### src/rtl/down_counter_pkg.sv
// Shared definitions for the loadable down-counter: state encoding and default width.
package down_counter_pkg;

    localparam int DEFAULT_WIDTH = 4;

    typedef enum logic [1:0] {
        IDLE    = 2'b00,
        RUN     = 2'b01,
        EXPIRED = 2'b10
    } state_e;

endpackage : down_counter_pkg

### src/rtl/down_counter.sv
// Loadable down-counter with one-cycle terminal-count pulse, sticky expiry
// status and optional auto-reload from the last loaded value.
module down_counter
    import down_counter_pkg::*;
#(
    parameter int WIDTH = DEFAULT_WIDTH
) (
    input  logic             clk,
    input  logic             reset_n,
    input  logic             enable,
    input  logic             load,
    input  logic [WIDTH-1:0] load_value,
    input  logic             auto_reload,
    output logic [WIDTH-1:0] counter_out,
    output logic             tc_pulse,
    output logic             done,
    output logic             busy
);

    state_e           r_state;
    logic [WIDTH-1:0] r_count;
    logic [WIDTH-1:0] r_reload;
    logic             r_tc_pulse;

    state_e           w_state_nxt;
    logic [WIDTH-1:0] w_count_nxt;
    logic [WIDTH-1:0] w_reload_nxt;
    logic             w_tc_pulse_nxt;

    always_comb begin
        // NOTE: every output gets a default first so no path leaves it unassigned (no latch).
        w_state_nxt    = r_state;
        w_count_nxt    = r_count;
        w_reload_nxt   = r_reload;
        w_tc_pulse_nxt = 1'b0;

        if (load) begin
            w_count_nxt  = load_value;
            w_reload_nxt = load_value;
            w_state_nxt  = (load_value != '0) ? RUN : IDLE;
        end else if (r_state == RUN && enable) begin
            // Terminal detection at 1 keeps the count from ever wrapping below zero.
            if (r_count == WIDTH'(1)) begin
                w_tc_pulse_nxt = 1'b1;
                if (auto_reload) begin
                    w_count_nxt = r_reload;
                end else begin
                    w_count_nxt = '0;
                    w_state_nxt = EXPIRED;
                end
            end else begin
                w_count_nxt = r_count - WIDTH'(1);
            end
        end
    end

    // NOTE: sequential state uses non-blocking assignments so all registers update together.
    always_ff @(posedge clk or negedge reset_n) begin
        if (!reset_n) begin
            r_state    <= IDLE;
            r_count    <= '0;
            r_reload   <= '0;
            r_tc_pulse <= 1'b0;
        end else begin
            r_state    <= w_state_nxt;
            r_count    <= w_count_nxt;
            r_reload   <= w_reload_nxt;
            r_tc_pulse <= w_tc_pulse_nxt;
        end
    end

    assign counter_out = r_count;
    assign tc_pulse    = r_tc_pulse;
    assign done        = (r_state == EXPIRED);
    assign busy        = (r_state == RUN);

endmodule : down_counter

### config.mk
export PLATFORM = sky130hd
export DESIGN_NAME = down_counter
export DESIGN_NICKNAME = d
export VERILOG_FILES = /design/src/rtl/down_counter_pkg.sv /design/src/rtl/down_counter.sv
export SDC_FILE = /design/constraint.sdc
export NUM_CORES = 1
export LEC_CHECK = 0
export CORE_UTILIZATION = 33
export CTS_BUF_LIST = sky130_fd_sc_hd__clkbuf_16
export DETAILED_ROUTE_END_ITERATION = 8
export PLACE_DENSITY = 0.64
export SETUP_SLACK_MARGIN = 0.1
export SLEW_MARGIN = 20
export SYNTH_ARGS = -nofsm -noshare
export SYNTH_HDL_FRONTEND = slang
export SYNTH_SLANG_ARGS = --single-unit
### constraint.sdc
create_clock -name clk -period 1.8 [get_ports clk]
set_input_delay 0.27 -clock clk [delete_from_list [all_inputs] [get_ports clk]]
set_output_delay 0.27 -clock clk [all_outputs]
set_load 0.05 [all_outputs]
==> impl_metrics.yaml, run 1 <==
sta:
  maxSlewViolCount: 0
  max_freq_mhz: 620.6
  rsz0062_at_grt: "no"
  period_share_pct: 89.53
  slew_headroom_pct: 65.62
  finClkSkew_ns: 0.004638
  period_minus_slack_ns: 1.611
  hold_violations: 0
  tightestPinTransition_ns: 0.5141
  tns_ns: 0
  finalSetupViolCount: 0
synthesis:
  synthXorXnorAreaFrac_pct: 0
  synth-compound-area-share_pct: 19.01
  synth_fa_ha_area_share_pct: 3.960
  postSynthCellCount: 64
  yosysWarnings: 0
  synth_top_family_by_area: "simple AND/OR/NAND/NOR gates"
  ys_top_cells_by_area: "dfrtp_1, ha_1, nor2b_1"
  ys_seq_area_share_pct: 43.56
  synth-simple-area-share_pct: 22.77
  ys_types: 30
  synth_area_sq_um: 631.9
  netlist.top_cell.by_area: "dfrtp_1"
  synth-seq-cells: 11
  synth_nets: 75
  muxShareOfSynthArea_pct: 5.149
  avgSynthCellArea_sq_um: 9.873
  synth_top_area_share_pct: 43.56
setup_path:
  crit_required_ns: 1.53
  cp_max_fo: 1
  critPathCaptureType: "primary output"
  critPathTopFamily: "buffers and inverters"
  crit_slowest_cell: "clkdlybuf4s50_1"
  path_class: "register to primary output"
  worstSetupEndpoint: "tc_pulse"
  r2r_end: "counter_out[2]"
  rr_worst_depth: 4
  r2r_setup_slack_ns: 0.20
  crit_cells: 1
  crit_start: "tc_pulse"
  worstReg2RegStart: "counter_out[0]"
  worstPathArrival_ns: 1.34
  path_cells: "clkdlybuf4s50_1"
  slowest_delay_ns: 0.79
  cp_num_buf_inv: 1
  worst_setup_path_start_kind: "register"
power_and_ir_drop:
  power.density_nw_per_um2: 1007
  vdd_drop_max_v: 0.0005956
  leakagePower_nw: 0.3919
detailed_routing:
  wirelength_um: 1401
  initialDrtViolationCount: 5
  dr.pass1.iters: 4
  wl_per_cell_um: 13.09
  drc: 0
  postRouteAntennaNets: 0
  viasPerCell: 5.019
  num_vias: 537
clocking:
  cts_resized: 0
  cts_buffer_depth: 2
  clock-sinks: 11
  cts_tree: "done"
  clock-root-buffer: "clkbuf_16"
  htreeDepth: 1
  cts_buffers: 3
  cts_hold_buf: 0
  post_cts_buffers: 0
  clk_pin_slew_ns: 0.04
  clk-insertion-delay-late_ns: 0.24
global_routing:
  busiest_layer: "met1"
  grt_pass1_vias: 497
  grt_usage_pct: 17.09
  grtUsageMet3_pct: 6.349
  antenna_found_initial: 0
  grt_max_degree: 20
  grtUsageMet2_pct: 22.86
  met1_usage_pct: 23.76
  grt_pass1_wl_um: 2352
  gr-total-overflow: 0
placement:
  gp_congestion: 0.8503
  hpwl_um: 1034
  dpl_cell_area_sq_um: 819.5
  numPortBuffers: 15
die:
  initial_core_util_pct: 35.82
  die_area_sq_um: 2094
  die-width_um: 45.76
  std_cell_rows: 15
  pin_count: 16
  core_area_sq_um: 1764
  die_h_um: 45.76
finish:
  synthToLayoutAreaGrowth_pct: 42.18
  antenna_cells: 0
  fill_cells: 171
  design_area_sq_um: 898.4
  final_nets: 94
  layout-drive-gt1-share_pct: 23.17
worst_hold_path:
  min_path_type: "input port to async pin"
flow_run:
  drv_cap: 0
status:
  status: "complete, no violations"
[cell families (layout without fill, tap and decap cells)]
group                    Yosys count  count (layout)
flip-flops                        11              11
AO/OA/AOI/OAI                     16              16
buffers and inverters              9              27
AND/OR/NAND/NOR                   23              23
multiplexers                       3               3
adder cells (fa/ha/maj)            2               2
[cells in the final DEF (no fill, tap or decap), drive strengths merged, types with 3 or more instances in the layout]
master | synthesis | final
nor2b | 4 | 4
buf | 1 | 8
clkdlybuf4s50 | 0 | 9
clkbuf | 2 | 3
inv | 6 | 7
dfrtp | 11 | 11
o21ai | 3 | 3
nor2 | 3 | 3
[flip-flops by register name (all words and copies together) (netlist names)]
signal       count
counter_out      4
r_reload         4
r_state          2
tc_pulse         1
[synth_stat cells, drive strengths merged]
master	instances
mux2i	1
nor2b	4
nand3b	1
a221o	2
inv	6
and4b	1
a22oi	1
a31oi	2
nor3b	2
o21a	1
nor4bb	1
a21o	1
and3b	2
o41ai	2
a2bb2oi	1
nand2b	2
nor3	2
clkbuf	2
o31a	1
nand2	2
ha	2
dfrtp	11
nor4	1
buf	1
mux2	2
o31ai	2
nor2	3
nand3	2
o21ai	3
[how the worst min path moves through the flow]
stage                endpoint  cells after the start        start
6_report             tc_pulse                      1      reset_n
5_1_grt              tc_pulse                      1      reset_n
4_1_cts              tc_pulse                      1      reset_n
3_5_place_dp      r_reload[2]                      1  r_reload[2]
3_3_place_gp      r_reload[3]                      1  r_reload[3]
2_1_floorplan  counter_out[0]                      0      reset_n
[layer usage]
layer,wire [um],vias up
met5,0,-
met1,662,250
met3,90,2
met4,8,0
li1,-,272
met2,639,13
[per-stage QoR]
stage	hold slack (ns)	util, %	power, mW	cells	setup slack (ns)
detailed placement	0.4998	46.45	0.5081	103	0.06776
floorplan	-0.02559	-	0.4324	64	0.1016
global route	0.4336	50.92	0.9481	107	0.1506
CTS	0.3929	50.92	0.9172	107	0.1770
global placement	0.5072	46.45	0.5056	103	0.1036
finish	0.3757	50.92	0.9048	107	0.1885
[final cells by class]
type	count	area, sq um	share of cell area, %
Multi-Input combinational cell	44	324.1	36.07
Sequential cell	11	279.0	31.06
Timing Repair Buffer	17	162.7	18.11
Clock buffer	3	75.07	8.357
Tap cell	25	31.28	3.482
Inverter	6	22.52	2.507
Clock inverter	1	3.754	0.4178
[where the power goes]
part | internal, mW | switching (mW) | total [mW]
clock network | 0.291 | 0.109 | 0.400
logic | 0.0888 | 0.116 | 0.204
registers | 0.273 | 0.0273 | 0.300
(Power assumes the default switching activity.)
==> run 2, diff against run 1 <==
==> constraint.sdc (replaced) <==
create_clock -name clk -period 1.8 [get_ports clk]
set_input_delay 0.36 -clock clk [delete_from_list [all_inputs] [get_ports clk]]
set_output_delay 0.36 -clock clk [all_outputs]
set_load 0.05 [all_outputs]
==> impl_metrics.yaml, run 2 (synthesis results as in run 1) <==
global_routing:
  grt_pass1_vias: 513
  antenna_found_initial: 0
  gr-total-overflow: 0
  grt_pass1_wl_um: 2463
  grt_usage_pct: 17.15
  grt_max_degree: 20
worst_hold_path:
  min_path_type: "input port to async pin"
setup_path:
  critPathCaptureType: "register"
  slowest_delay_ns: 0.43
  cp_num_buf_inv: 0
  worstPathArrival_ns: 1.70
  path_common_cell: "a221o_1"
  crit_slowest_cell: "dfrtp_2"
  critPathTopFamily: "compound AO/OA/AOI/OAI gates"
  path_class: "register to register"
  cp_max_fo: 5
  path_cells: "ha_2 -> and4b_1 -> a221o_1 -> a221o_1"
  crit_required_ns: 1.92
  worst_setup_path_start_kind: "register"
finish:
  seq_area_sq_um: 279.0
  fill_cells: 171
  multi_input_area_sq_um: 324.1
  antenna_cells: 0
  final_nets: 96
  layout-drive-gt1-share_pct: 26.19
  final_cell_mix: "dfrtp_1, clkdlybuf4s50_1, buf_4"
  synthToLayoutAreaGrowth_pct: 48.12
die:
  die-width_um: 45.76
  die_h_um: 45.76
  die_area_sq_um: 2094
  initial_core_util_pct: 35.82
  core_area_sq_um: 1764
  std_cell_rows: 15
  pin_count: 16
sta:
  slew_headroom_pct: 63.48
  finClkSkew_ns: 0.002461
  period_share_pct: 88.08
  tns_ns: 0
  setup_ws_ns: 0.2145
  hold_violations: 0
  period_minus_slack_ns: 1.585
  finalSetupViolCount: 0
  tightestPinTransition_ns: 0.5404
  rsz0062_at_grt: "no"
  max_freq_mhz: 630.7
  maxSlewViolCount: 0
placement:
  numPortBuffers: 15
  hpwl_um: 1051
  pre_cts_ws_ns: 0.04920
  gp_congestion: 0.8379
clocking:
  clk_pin_slew_ns: 0.04
  cts_tree: "done"
  htreeDepth: 1
  cts_hold_buf: 0
  clk-insertion-delay-late_ns: 0.24
  clock-root-buffer: "clkbuf_16"
  cts_buffers: 3
  cts_resized: 0
  clock-sinks: 11
  cts_buffer_depth: 2
  post_cts_buffers: 0
detailed_routing:
  postRouteAntennaNets: 0
  wl_per_cell_um: 13.68
  dr.pass1.iters: 5
  drc: 0
  num_vias: 567
  wirelength_um: 1491
  viasPerCell: 5.202
  initialDrtViolationCount: 7
power_and_ir_drop:
  power.density_nw_per_um2: 977.9
  vdd_drop_max_v: 0.0006400
  leakagePower_nw: 0.4111
status:
  status: "complete, no violations"
flow_run:
  drv_cap: 0
[run 2: power by group]
group	switching, mW	total (mW)	leakage (nW)	internal [mW]
Sequential	0.0287	0.301	0.131	0.273
Clock	0.108	0.400	0.0423	0.291
Combinational	0.117	0.214	0.238	0.0967
[run 2: per-layer routing]
layer  global-route usage, %  wire length (um)  up-vias
met5                       0                 0        -
met1                   24.38               757      267
li1                        -                 -      278
met4                   5.294                17        0
met2                   24.00               621       19
met3                   6.349                95        3
[run 2: path summary, 6_finish.rpt]
check                                from             end  slack (ns)  cells after the start
max reg2reg                counter_out[0]  counter_out[2]        0.21                      4
min reg2reg                   r_reload[0]     r_reload[0]        0.52                      2
max                        counter_out[0]  counter_out[2]        0.21                      4
min in group clk              r_reload[0]     r_reload[0]        0.52                      2
max in group asynchronous         reset_n  counter_out[1]        0.96                      1
min                               reset_n        tc_pulse        0.47                      1
[run 2: area by class of cell]
type,instances,area share [%]
multi-input combinational,44,34.63
sequential,11,29.81
clock buffer,3,8.021
tap,25,3.342
clock inverter,1,0.4011
timing repair buffer,19,21.39
inverter,6,2.406
[run 2: stage by stage]
step           utilization (%)  total power [mW]  cell area (sq um)  std cells  hold slack (ns)
2_1_floorplan                -            0.4324              638.1         64          0.06441
3_3_place_gp             48.58            0.5163              857.1        105           0.4939
3_5_place_dp             48.58            0.5180              857.1        105           0.5100
4_1_cts                  53.05            0.9242              935.9        109           0.4988
5_1_grt                  53.05            0.9634              935.9        109           0.5257
6_report                 53.05            0.9152              935.9        109           0.4673
==> run 3, diff against run 2 <==
--- a/config.mk
+++ b/config.mk
@@ -5,10 +5,11 @@
 export SDC_FILE = /design/constraint.sdc
 export NUM_CORES = 1
 export LEC_CHECK = 0
-export CORE_UTILIZATION = 33
+export CORE_UTILIZATION = 46
 export CTS_BUF_LIST = sky130_fd_sc_hd__clkbuf_16
 export DETAILED_ROUTE_END_ITERATION = 8
-export PLACE_DENSITY = 0.64
+export MAX_ROUTING_LAYER = met4
+export PLACE_DENSITY = 0.82
 export SETUP_SLACK_MARGIN = 0.1
 export SLEW_MARGIN = 20
 export SYNTH_ARGS = -nofsm -noshare
==> impl_metrics.yaml, run 3 (synthesis results as in run 1) <==
status:
  status: "complete, no violations"
detailed_routing:
  viasPerCell: 5.804
  postRouteAntennaNets: 0
  drc: 0
  dr.pass1.iters: 4
  initialDrtViolationCount: 16
  top_layer: "met4"
  wl_met3_um: 66
  wl_met1_um: 706
  met2WireLength_um: 769
  wirelength_um: 1597
  wl_per_cell_um: 16.46
  num_vias: 563
finish:
  layout-drive-gt1-share_pct: 25.30
  fill_cells: 87
  antenna_cells: 0
  final_cell_count_no_fill: 97
  final_cell_mix: "dfrtp_1, clkdlybuf4s50_1, buf_4"
  final_nets: 95
  final_util_pct: 76.05
  synthToLayoutAreaGrowth_pct: 42.77
sta:
  max_freq_mhz: 617.3
  setup_ws_ns: 0.1800
  finClkSkew_ns: 0.001456
  rsz0062_at_grt: "no"
  finalSetupViolCount: 0
  slew_headroom_pct: 66.29
  period_share_pct: 90.00
  maxSlewViolCount: 0
  hold_violations: 0
  tns_ns: 0
  period_minus_slack_ns: 1.620
  tightestPinTransition_ns: 0.5041
die:
  die_h_um: 39.06
  initial_core_util_pct: 53.27
  die_area_sq_um: 1526
  die-width_um: 39.06
  core_area_sq_um: 1186
  pin_count: 16
  std_cell_rows: 12
setup_path:
  cp_num_buf_inv: 0
  critPathTopFamily: "compound AO/OA/AOI/OAI gates"
  r2r_setup_slack_ns: 0.18
  path_common_cell: "a221o_1"
  r2r_end: "counter_out[2]"
  path_class: "register to register"
  path_cells: "ha_2 -> and4b_1 -> a221o_1 -> a221o_1"
  worstPathArrival_ns: 1.74
  rr_worst_depth: 4
  critPathCaptureType: "register"
  slowest_delay_ns: 0.44
  worstReg2RegStart: "counter_out[0]"
  crit_required_ns: 1.92
  crit_slowest_cell: "dfrtp_2"
  worst_setup_path_start_kind: "register"
  cp_max_fo: 5
clocking:
  cts_resized: 0
  clk_pin_slew_ns: 0.04
  cts_tree: "done"
  cts_buffer_depth: 2
  clock-sinks: 11
  post_cts_buffers: 0
  cts_hold_buf: 0
  cts_buffers: 3
  htreeDepth: 1
  clk-insertion-delay-late_ns: 0.24
  clock-root-buffer: "clkbuf_16"
flow_run:
  drv_cap: 0
placement:
  gp_congestion: 0.8720
  placed_cells: 93
  numPortBuffers: 15
  pre_cts_ws_ns: 0.04162
  hpwl_um: 1095
global_routing:
  antenna_found_initial: 0
  grt_max_degree: 20
  grt_usage_pct: 27.88
  gr-total-overflow: 0
  grt_pass1_vias: 559
  grt_pass1_wl_um: 2559
power_and_ir_drop:
  vdd_drop_max_v: 0.0006815
  power.density_nw_per_um2: 1018
  leakagePower_nw: 0.4020
worst_hold_path:
  min_path_type: "input port to async pin"
## run 3: worst register-to-register path, cell delays in order (launching register included)
cell,delay [ns]
dfrtp_2,0.44
ha_2,0.23
and4b_1,0.18
a221o_1,0.34
a221o_1,0.32
## run 3: how the worst max path moves through the flow
stage                              start              to  slack (ns)  depth (start not counted)
after floorplan           counter_out[1]  counter_out[2]        0.10                          5
after global placement       auto_reload  counter_out[2]        0.08                          4
after detailed placement     auto_reload  counter_out[2]        0.04                          4
after CTS                 counter_out[0]  counter_out[2]        0.18                          4
after global routing      counter_out[0]  counter_out[2]        0.13                          4
final                     counter_out[0]  counter_out[2]        0.18                          4
## run 3: layer usage
| metal | global-route usage [%] | vias to the layer above |
|---|---|---|
| li1 | - | 272 |
| met4 | 17.24 | 0 |
| met2 | 41.67 | 18 |
| met5 | - | - |
| met3 | 9.827 | 9 |
| met1 | 31.65 | 264 |
## run 3: layout make-up
class                      instances  area (sq um)  share of cell area (%)
multi-input combinational         44         324.1                   35.92
sequential                        11         279.0                   30.93
timing repair buffer              18         180.2                   19.97
clock buffer                       3         75.07                   8.322
inverter                           6         22.52                   2.497
tap                               14         17.52                   1.942
clock inverter                     1         3.754                  0.4161
## run 3: through the flow
step	total power, mW	instance area, sq um	hold slack, ns
after floorplan	0.4324	638.1	0.06441
after detailed placement	0.5140	823.3	0.5116
after global placement	0.5070	823.3	0.5057
after CTS	0.9175	902.1	0.4780
final	0.9179	902.1	0.4621
after global routing	0.9611	902.1	0.5065
## run 3: report_power, final
group,internal [mW],switching (mW)
sequential,0.273,0.0301
combinational,0.0920,0.122
clock,0.292,0.110
